**src/rtl/ibex_pkg.sv**
```systemverilog
// Shared Ibex types used by the writeback queue.
package ibex_pkg;

    // Classifies an instruction for the writeback stage.
    typedef enum logic [1:0] {
        WB_INSTR_LOAD,
        WB_INSTR_STORE,
        WB_INSTR_OTHER
    } wb_instr_type_e;

endpackage

```
**src/rtl/ibex_wb_queue.sv**
```systemverilog
// Writeback queue: a circular FIFO of in-flight instructions between ID/EX
// and the register file. Loads and stores wait for their LSU response.
// Everything else retires as soon as it reaches the head. Retirement is
// strictly in order, at most one entry per cycle.
module ibex_wb_queue
    import ibex_pkg::*;
#(
    parameter int unsigned Depth = 4
) (
    input  logic                   clk_i,
    input  logic                   rst_i,
    input  logic                   setback_i,

    input  logic                   en_wb_i,
    input  wb_instr_type_e         instr_type_wb_i,
    input  logic [31:0]            pc_id_i,
    input  logic                   instr_is_compressed_id_i,
    input  logic                   instr_perf_count_id_i,

    input  logic [4:0]             rf_waddr_id_i,
    input  logic [31:0]            rf_wdata_id_i,
    input  logic                   rf_we_id_i,

    input  logic                   lsu_resp_valid_i,
    input  logic                   lsu_resp_err_i,
    input  logic [31:0]            rf_wdata_lsu_i,
    input  logic                   rf_we_lsu_i,

    output logic                   ready_wb_o,

    output logic [4:0]             rf_waddr_wb_o,
    output logic [31:0]            rf_wdata_wb_o,
    output logic                   rf_we_wb_o,
    output logic [31:0]            rf_pending_wb_o,

    output logic                   outstanding_load_wb_o,
    output logic                   outstanding_store_wb_o,
    output logic [31:0]            pc_wb_o,
    output logic                   instr_done_wb_o,

    output logic                   perf_instr_ret_wb_o,
    output logic                   perf_instr_ret_compressed_wb_o,
    output logic [$clog2(Depth):0] occupancy_o
);

    // Depth is a power of two, so pointers wrap naturally at PtrW bits.
    localparam int unsigned PtrW = $clog2(Depth);
    localparam int unsigned OccW = PtrW + 1;

    // Control state (reset)
    logic [Depth-1:0]  valid_q;
    logic [Depth-1:0]  done_q;
    logic [Depth-1:0]  err_q;
    logic [PtrW-1:0]   head_q;
    logic [PtrW-1:0]   tail_q;
    logic [OccW-1:0]   occ_q;

    // Entry payload (not reset; qualified by valid_q)
    wb_instr_type_e    type_q      [Depth];
    logic [31:0]       pc_q        [Depth];
    logic [4:0]        waddr_q     [Depth];
    logic [31:0]       id_wdata_q  [Depth];
    logic [31:0]       lsu_wdata_q [Depth];
    logic [Depth-1:0]  id_we_q;
    logic [Depth-1:0]  lsu_we_q;
    logic [Depth-1:0]  compressed_q;
    logic [Depth-1:0]  perf_q;

    // LSU response routing
    logic              resp_found;
    logic [PtrW-1:0]   resp_idx;
    logic [PtrW-1:0]   scan_idx;
    logic              resp_hit;
    logic              resp_at_head;

    // Head view
    logic              head_valid;
    wb_instr_type_e    head_type;
    logic              head_done;
    logic              head_err;
    logic              load_we;
    logic [31:0]       load_wdata;
    logic              retire;
    logic              enq;

    // Find the oldest valid load/store that is still waiting, scanning from the head.
    always_comb begin
        resp_found = 1'b0;
        resp_idx   = head_q;
        scan_idx   = head_q;
        for (int unsigned i = 0; i < Depth; i++) begin
            scan_idx = head_q + PtrW'(i);
            if (!resp_found && valid_q[scan_idx] && !done_q[scan_idx] &&
                (type_q[scan_idx] != WB_INSTR_OTHER)) begin
                resp_found = 1'b1;
                resp_idx   = scan_idx;
            end
        end
    end

    // A flush discards the response together with every entry it could target.
    assign resp_hit     = lsu_resp_valid_i & resp_found & ~setback_i;
    assign resp_at_head = resp_hit & (resp_idx == head_q);

    assign head_valid = valid_q[head_q];
    assign head_type  = type_q[head_q];
    assign head_done  = done_q[head_q];

    // A load/store head that is not yet done can only retire through the
    // same-cycle bypass, so the live response fields are the right source.
    assign load_we    = head_done ? lsu_we_q[head_q]    : (rf_we_lsu_i & ~lsu_resp_err_i);
    assign load_wdata = head_done ? lsu_wdata_q[head_q] : rf_wdata_lsu_i;
    assign head_err   = (head_type != WB_INSTR_OTHER) &
                        (head_done ? err_q[head_q] : lsu_resp_err_i);

    assign retire = ~setback_i & head_valid &
                    ((head_type == WB_INSTR_OTHER) | head_done | resp_at_head);

    // A full queue still accepts when its head leaves in the same cycle.
    assign ready_wb_o  = (occ_q < OccW'(Depth)) | retire;
    assign enq         = en_wb_i & ready_wb_o & ~setback_i;
    assign occupancy_o = occ_q;

    // Register-file write port and retirement signals, all zero when idle.
    always_comb begin
        instr_done_wb_o                = retire;
        rf_waddr_wb_o                  = '0;
        rf_wdata_wb_o                  = '0;
        rf_we_wb_o                     = 1'b0;
        perf_instr_ret_wb_o            = 1'b0;
        perf_instr_ret_compressed_wb_o = 1'b0;
        if (retire) begin
            rf_waddr_wb_o = waddr_q[head_q];
            unique case (head_type)
                WB_INSTR_LOAD: begin
                    rf_we_wb_o    = load_we;
                    rf_wdata_wb_o = load_wdata;
                end
                WB_INSTR_STORE: begin
                    rf_we_wb_o    = 1'b0;
                    rf_wdata_wb_o = id_wdata_q[head_q];
                end
                default: begin
                    rf_we_wb_o    = id_we_q[head_q];
                    rf_wdata_wb_o = id_wdata_q[head_q];
                end
            endcase
            perf_instr_ret_wb_o            = perf_q[head_q] & ~head_err;
            perf_instr_ret_compressed_wb_o = perf_q[head_q] & ~head_err &
                                             compressed_q[head_q];
        end
    end

    assign pc_wb_o = head_valid ? pc_q[head_q] : 32'h0;

    // Registers with a write in flight; loads count even before their data arrives.
    always_comb begin
        rf_pending_wb_o = '0;
        for (int unsigned i = 0; i < Depth; i++) begin
            if (valid_q[i] && (id_we_q[i] || (type_q[i] == WB_INSTR_LOAD))) begin
                rf_pending_wb_o[waddr_q[i]] = 1'b1;
            end
        end
        rf_pending_wb_o[0] = 1'b0;
    end

    // Flag any load or store still waiting for its LSU response.
    always_comb begin
        outstanding_load_wb_o  = 1'b0;
        outstanding_store_wb_o = 1'b0;
        for (int unsigned i = 0; i < Depth; i++) begin
            if (valid_q[i] && !done_q[i]) begin
                if (type_q[i] == WB_INSTR_LOAD) begin
                    outstanding_load_wb_o = 1'b1;
                end
                if (type_q[i] == WB_INSTR_STORE) begin
                    outstanding_store_wb_o = 1'b1;
                end
            end
        end
    end

    // Queue control: completion, then retire, then enqueue, so an enqueue into
    // the slot freed by a same-cycle retire leaves a clean fresh entry.
    always_ff @(posedge clk_i or posedge rst_i) begin
        if (rst_i) begin
            valid_q <= '0;
            done_q  <= '0;
            err_q   <= '0;
            head_q  <= '0;
            tail_q  <= '0;
            occ_q   <= '0;
        end else if (setback_i) begin
            valid_q <= '0;
            done_q  <= '0;
            err_q   <= '0;
            head_q  <= '0;
            tail_q  <= '0;
            occ_q   <= '0;
        end else begin
            if (resp_hit) begin
                done_q[resp_idx] <= 1'b1;
                err_q[resp_idx]  <= lsu_resp_err_i;
            end
            if (retire) begin
                valid_q[head_q] <= 1'b0;
                done_q[head_q]  <= 1'b0;
                head_q          <= head_q + PtrW'(1);
            end
            if (enq) begin
                valid_q[tail_q] <= 1'b1;
                done_q[tail_q]  <= 1'b0;
                err_q[tail_q]   <= 1'b0;
                tail_q          <= tail_q + PtrW'(1);
            end
            occ_q <= occ_q + OccW'(enq) - OccW'(retire);
        end
    end

    // Entry payload capture: ID fields on enqueue, LSU result on completion.
    always_ff @(posedge clk_i) begin
        if (resp_hit) begin
            lsu_wdata_q[resp_idx] <= rf_wdata_lsu_i;
            lsu_we_q[resp_idx]    <= rf_we_lsu_i & ~lsu_resp_err_i;
        end
        if (enq) begin
            type_q[tail_q]       <= instr_type_wb_i;
            pc_q[tail_q]         <= pc_id_i;
            waddr_q[tail_q]      <= rf_waddr_id_i;
            id_wdata_q[tail_q]   <= rf_wdata_id_i;
            id_we_q[tail_q]      <= rf_we_id_i;
            compressed_q[tail_q] <= instr_is_compressed_id_i;
            perf_q[tail_q]       <= instr_perf_count_id_i;
        end
    end

endmodule

```
**config.mk**
```make
export PLATFORM = sky130hd
export DESIGN_NAME = ibex_wb_queue
export DESIGN_NICKNAME = d
export VERILOG_FILES = /design/src/rtl/ibex_pkg.sv /design/src/rtl/ibex_wb_queue.sv
export SDC_FILE = /design/constraint.sdc
export NUM_CORES = 1
export LEC_CHECK = 0
export ABC_AREA = 0
export CAP_MARGIN = 20
export CORE_ASPECT_RATIO = 1.2
export CORE_MARGIN = 3
export CORE_UTILIZATION = 53
export DETAILED_ROUTE_END_ITERATION = 6
export DONT_BUFFER_PORTS = 1
export PLACE_DENSITY = 0.68
export SYNTH_ARGS = -nofsm -noshare
export SYNTH_HDL_FRONTEND = slang
export SYNTH_SLANG_ARGS = --single-unit
```
**constraint.sdc**
```tcl
create_clock -name clk_i -period 7.71 [get_ports clk_i]
set_input_delay 0.3855 -clock clk_i [delete_from_list [all_inputs] [get_ports clk_i]]
set_output_delay 0.3855 -clock clk_i [all_outputs]
set_load 0.02 [all_outputs]
```
==> impl_results.md <==
* Crit share post-route at roughly 65%
* Final setup TNS at 0 ns
* Clock Skew at slightly above 0.02 ns
* WHS at just under 0.04 ns
* Synthesis-stage register bit count at between 400 and 500
* Register area share after synthesis at a little over two thirds
* CTS Buf Count at 42
* Placed inst area at between 0.015 and 0.02 mm^2
* Async set-or-reset flop fraction in the synthesized netlist at 4.251%
* Final hold viol count at 0
* Layout cells sized above 1 at around 18%
* # Max-Cap Violations at 0
* Syn Nets at between 1,000 and 1,500
* Via count at 10,570
* Die Ht at ~210 um
* PwrDens at approximately 280 mW/mm^2
* Routed Antenna Nets at 0
* Required @ worst endpoint at 7.92 ns
* Clock latency on the worst-skew pair at roughly 0.55 ns
* Root Buffer Master: clkbuf_16
* Core Footprint at 0.03538 mm^2
* Remaining DRCs at 0
* GPL Wtd Cong at 0.9270
* Vias in the first global route at ~11,000
* Average size of a mapped cell at 17.74 um^2
* Worst-margin pin slew at 1.083 ns
* Primary FF master, synth: edfxtp_1
* Worst vdd ir at roughly 220 uV
* Setup CP Type: reg -> reg
* Cell Area, Synth at 0.01921 mm^2
* Die area at 0.03858 mm^2
* Io pins at about 220
* RSZ-0062 raised after global routing: no
* CP Capture Type: flop
* WL/cell at about 26 um
* Clock Sinks at about 450
* Initial antenna violation count at 4
* Design Area, Final at 0.02206 mm^2
* Final setup viols at 0
* DRT Wirelength at approximately 43,000 um
* Status: complete, no violations
* Number of synthesized flops with an enable pin at approximately 430
* CTS clk-pin slew, worst paths at around 0.06 ns
* Post-DP HPWL at roughly 27,000 um
* Area Overhead vs Synth at 14.86%
* FP Rows at 75
* Largest net degree at the start of global routing at 67
* DR iter-0 viols at approximately 900
* GRT Residual Overflow at 0
* Critical path arrival at just over 5 ns
* Minimum clock period at 4.984 ns
* H-tree levels at 2
* Peak fanout along the critical path at between 50 and 60
* Die width at roughly 180 um
* Clock Tree Buf Depth at 3
* Lkg Pwr at roughly 0.0069 uW
* Max Fclk at roughly 200 MHz
* Slew Viols, Final at 0
* First-pass GRT wire length at 66,630 um
* GRT Overall Usage at roughly 22%
* Tot Pwr at 6069 uW
* I/O Buffers at 0
* Worst Hold Class: in -> reg
* Routed vias/inst at 6.312
* Initial Util at a little over half
* CTS tree: built
* Synth cell types at 63
* Worst slew margin at between 20 and 30%
* Final net count at around 1,300
* Ys Warns at 0
* Startpoint Class: flop
* Post-synthesis cell count at 1,083
* Pre-antenna DRT Iters at 5
through the flow:
stage               utilization, %  setup slack, ns  instances
global placement             55.47            2.695       1492
finish                       62.37            2.726       1674
detailed placement           55.47            2.634       1492
floorplan                        -            3.413       1083
global route                 62.37            2.288       1674
CTS                          62.36            2.624       1673
cell usage after synthesis, types with 4 or more instances:
cell	instances	area, um^2
nand3_1	11	55.05
a21oi_1	22	110.1
o22ai_1	14	87.58
o21ai_0	13	65.06
a22oi_1	5	37.54
a22o_1	4	35.03
and2_1	13	81.33
buf_1	7	26.28
dfrtp_1	19	475.5
mux2i_1	40	400.4
buf_2	13	65.06
nand2b_1	12	75.07
a221o_1	14	140.1
a211oi_1	37	277.8
nor2b_1	46	287.8
clkbuf_1	39	146.4
or2_2	4	25.02
nor3_1	11	55.05
nand3b_1	6	45.04
nor3b_1	6	45.04
or3_1	6	37.54
inv_1	17	63.81
buf_6	4	45.04
o221ai_1	15	131.4
edfxtp_1	428	12850
a211o_1	4	35.03
mux4_2	109	2455
o32ai_1	4	35.03
nand2_1	29	108.9
ha_1	10	125.1
nor2_1	72	270.3
worst max-delay path: stages, from the launching register on:
cell and delay, ns:
dfrtp_4 1.10, mux2_2 0.72, nor2_1 0.32, o31ai_4 0.13
a21boi_2 0.32, nor2b_1 0.71, and2_4 0.86, buf_4 0.45
routing by layer:
metal	part of all wire, %	GRT usage, %
met1	39	29.14
met2	50	36.96
met3	8.1	5.633
met4	2.7	6.629
met5	0.067	0
area by class of cell:
class / instances / area, um^2
antenna: 1 / 2.502
clock buffer: 51 / 1106
clock inverter: 22 / 251.5
fill: 2444 / 13310
inverter: 17 / 63.81
multi-input combinational: 550 / 5527
sequential: 447 / 13340
tap: 462 / 578.1
timing repair buffer: 124 / 1201
where the power goes:
group	total [uW]	switching, uW	internal (uW)
Sequential	2950	108	2840
Clock	2040	843	1190
Combinational	1090	636	450
worst paths after layout:
path                                        from                          to  slack [ns]  depth (start not counted)
max in group asynchronous                  rst_i       head_q[0]$_DFFE_PP0P_        6.71                          2
min                                    setback_i         done_q[0]$_DFF_PP0_        0.04                          3
max reg2reg                head_q[0]$_DFFE_PP0P_  id_wdata_q[3][8]$_DFFE_PP_        2.73                          7
min reg2reg                 valid_q[0]$_DFF_PP0_        valid_q[0]$_DFF_PP0_        0.58                          1
min in group asynchronous                  rst_i    occupancy_o[0]$_DFF_PP0_        0.42                          2
max                        head_q[0]$_DFFE_PP0P_  id_wdata_q[3][8]$_DFFE_PP_        2.73                          7
cells by family after synthesis:
kind of cell               count (synthesis)  synth area share (%)
AOI/OAI and AO/OA                        154                 6.083
xor gates and xnor gates                   3                0.1368
adders and majority gates                 11                0.7555
buffers and inverters                     86                 2.175
DFF                                      447                 69.38
muxes                                    153                 15.25
other                                      1               0.01952
and+or+nand+nor                          228                 6.200
registers in the layout, summed over array words and instances, names as in the netlist, 8 cells and up:
signal and cells:
waddr_q 20, type_q 8, pc_q 128, lsu_wdata_q 128
id_wdata_q 128
cells in the final DEF (no fill, tap or decap), types with 5 or more instances in the layout:
| cell type | synthesis | routed |
|---|---|---|
| a211oi_1 | 37 | 37 |
| a21oi_1 | 22 | 22 |
| a221o_1 | 14 | 14 |
| a22oi_1 | 5 | 5 |
| and2_1 | 13 | 9 |
| buf_4 | 2 | 16 |
| bufinv_16 | 0 | 5 |
| clkbuf_1 | 39 | 8 |
| clkbuf_16 | 0 | 43 |
| clkinv_1 | 0 | 7 |
| clkinv_2 | 0 | 6 |
| dfrtp_1 | 19 | 17 |
| dlygate4sd3_1 | 0 | 108 |
| edfxtp_1 | 428 | 428 |
| ha_1 | 10 | 10 |
| inv_1 | 17 | 17 |
| mux2i_1 | 40 | 40 |
| mux4_2 | 109 | 109 |
| nand2_1 | 29 | 29 |
| nand2b_1 | 12 | 12 |
| nand3_1 | 11 | 11 |
| nand3b_1 | 6 | 6 |
| nor2_1 | 72 | 71 |
| nor2b_1 | 46 | 46 |
| nor3_1 | 11 | 11 |
| nor3b_1 | 6 | 6 |
| o21ai_0 | 13 | 13 |
| o221ai_1 | 15 | 15 |
| o22ai_1 | 14 | 14 |
| or3_1 | 6 | 6 |
timing repair:
| action | in CTS | in global routing |
|---|---|---|
| setup buffers | 0 | 0 |
| endpoints found under the hold margin | 453 | 0 |
| hold buffers | 108 | 0 |
| resized for setup | 0 | 0 |
Power figures use the tool's default switching activity.
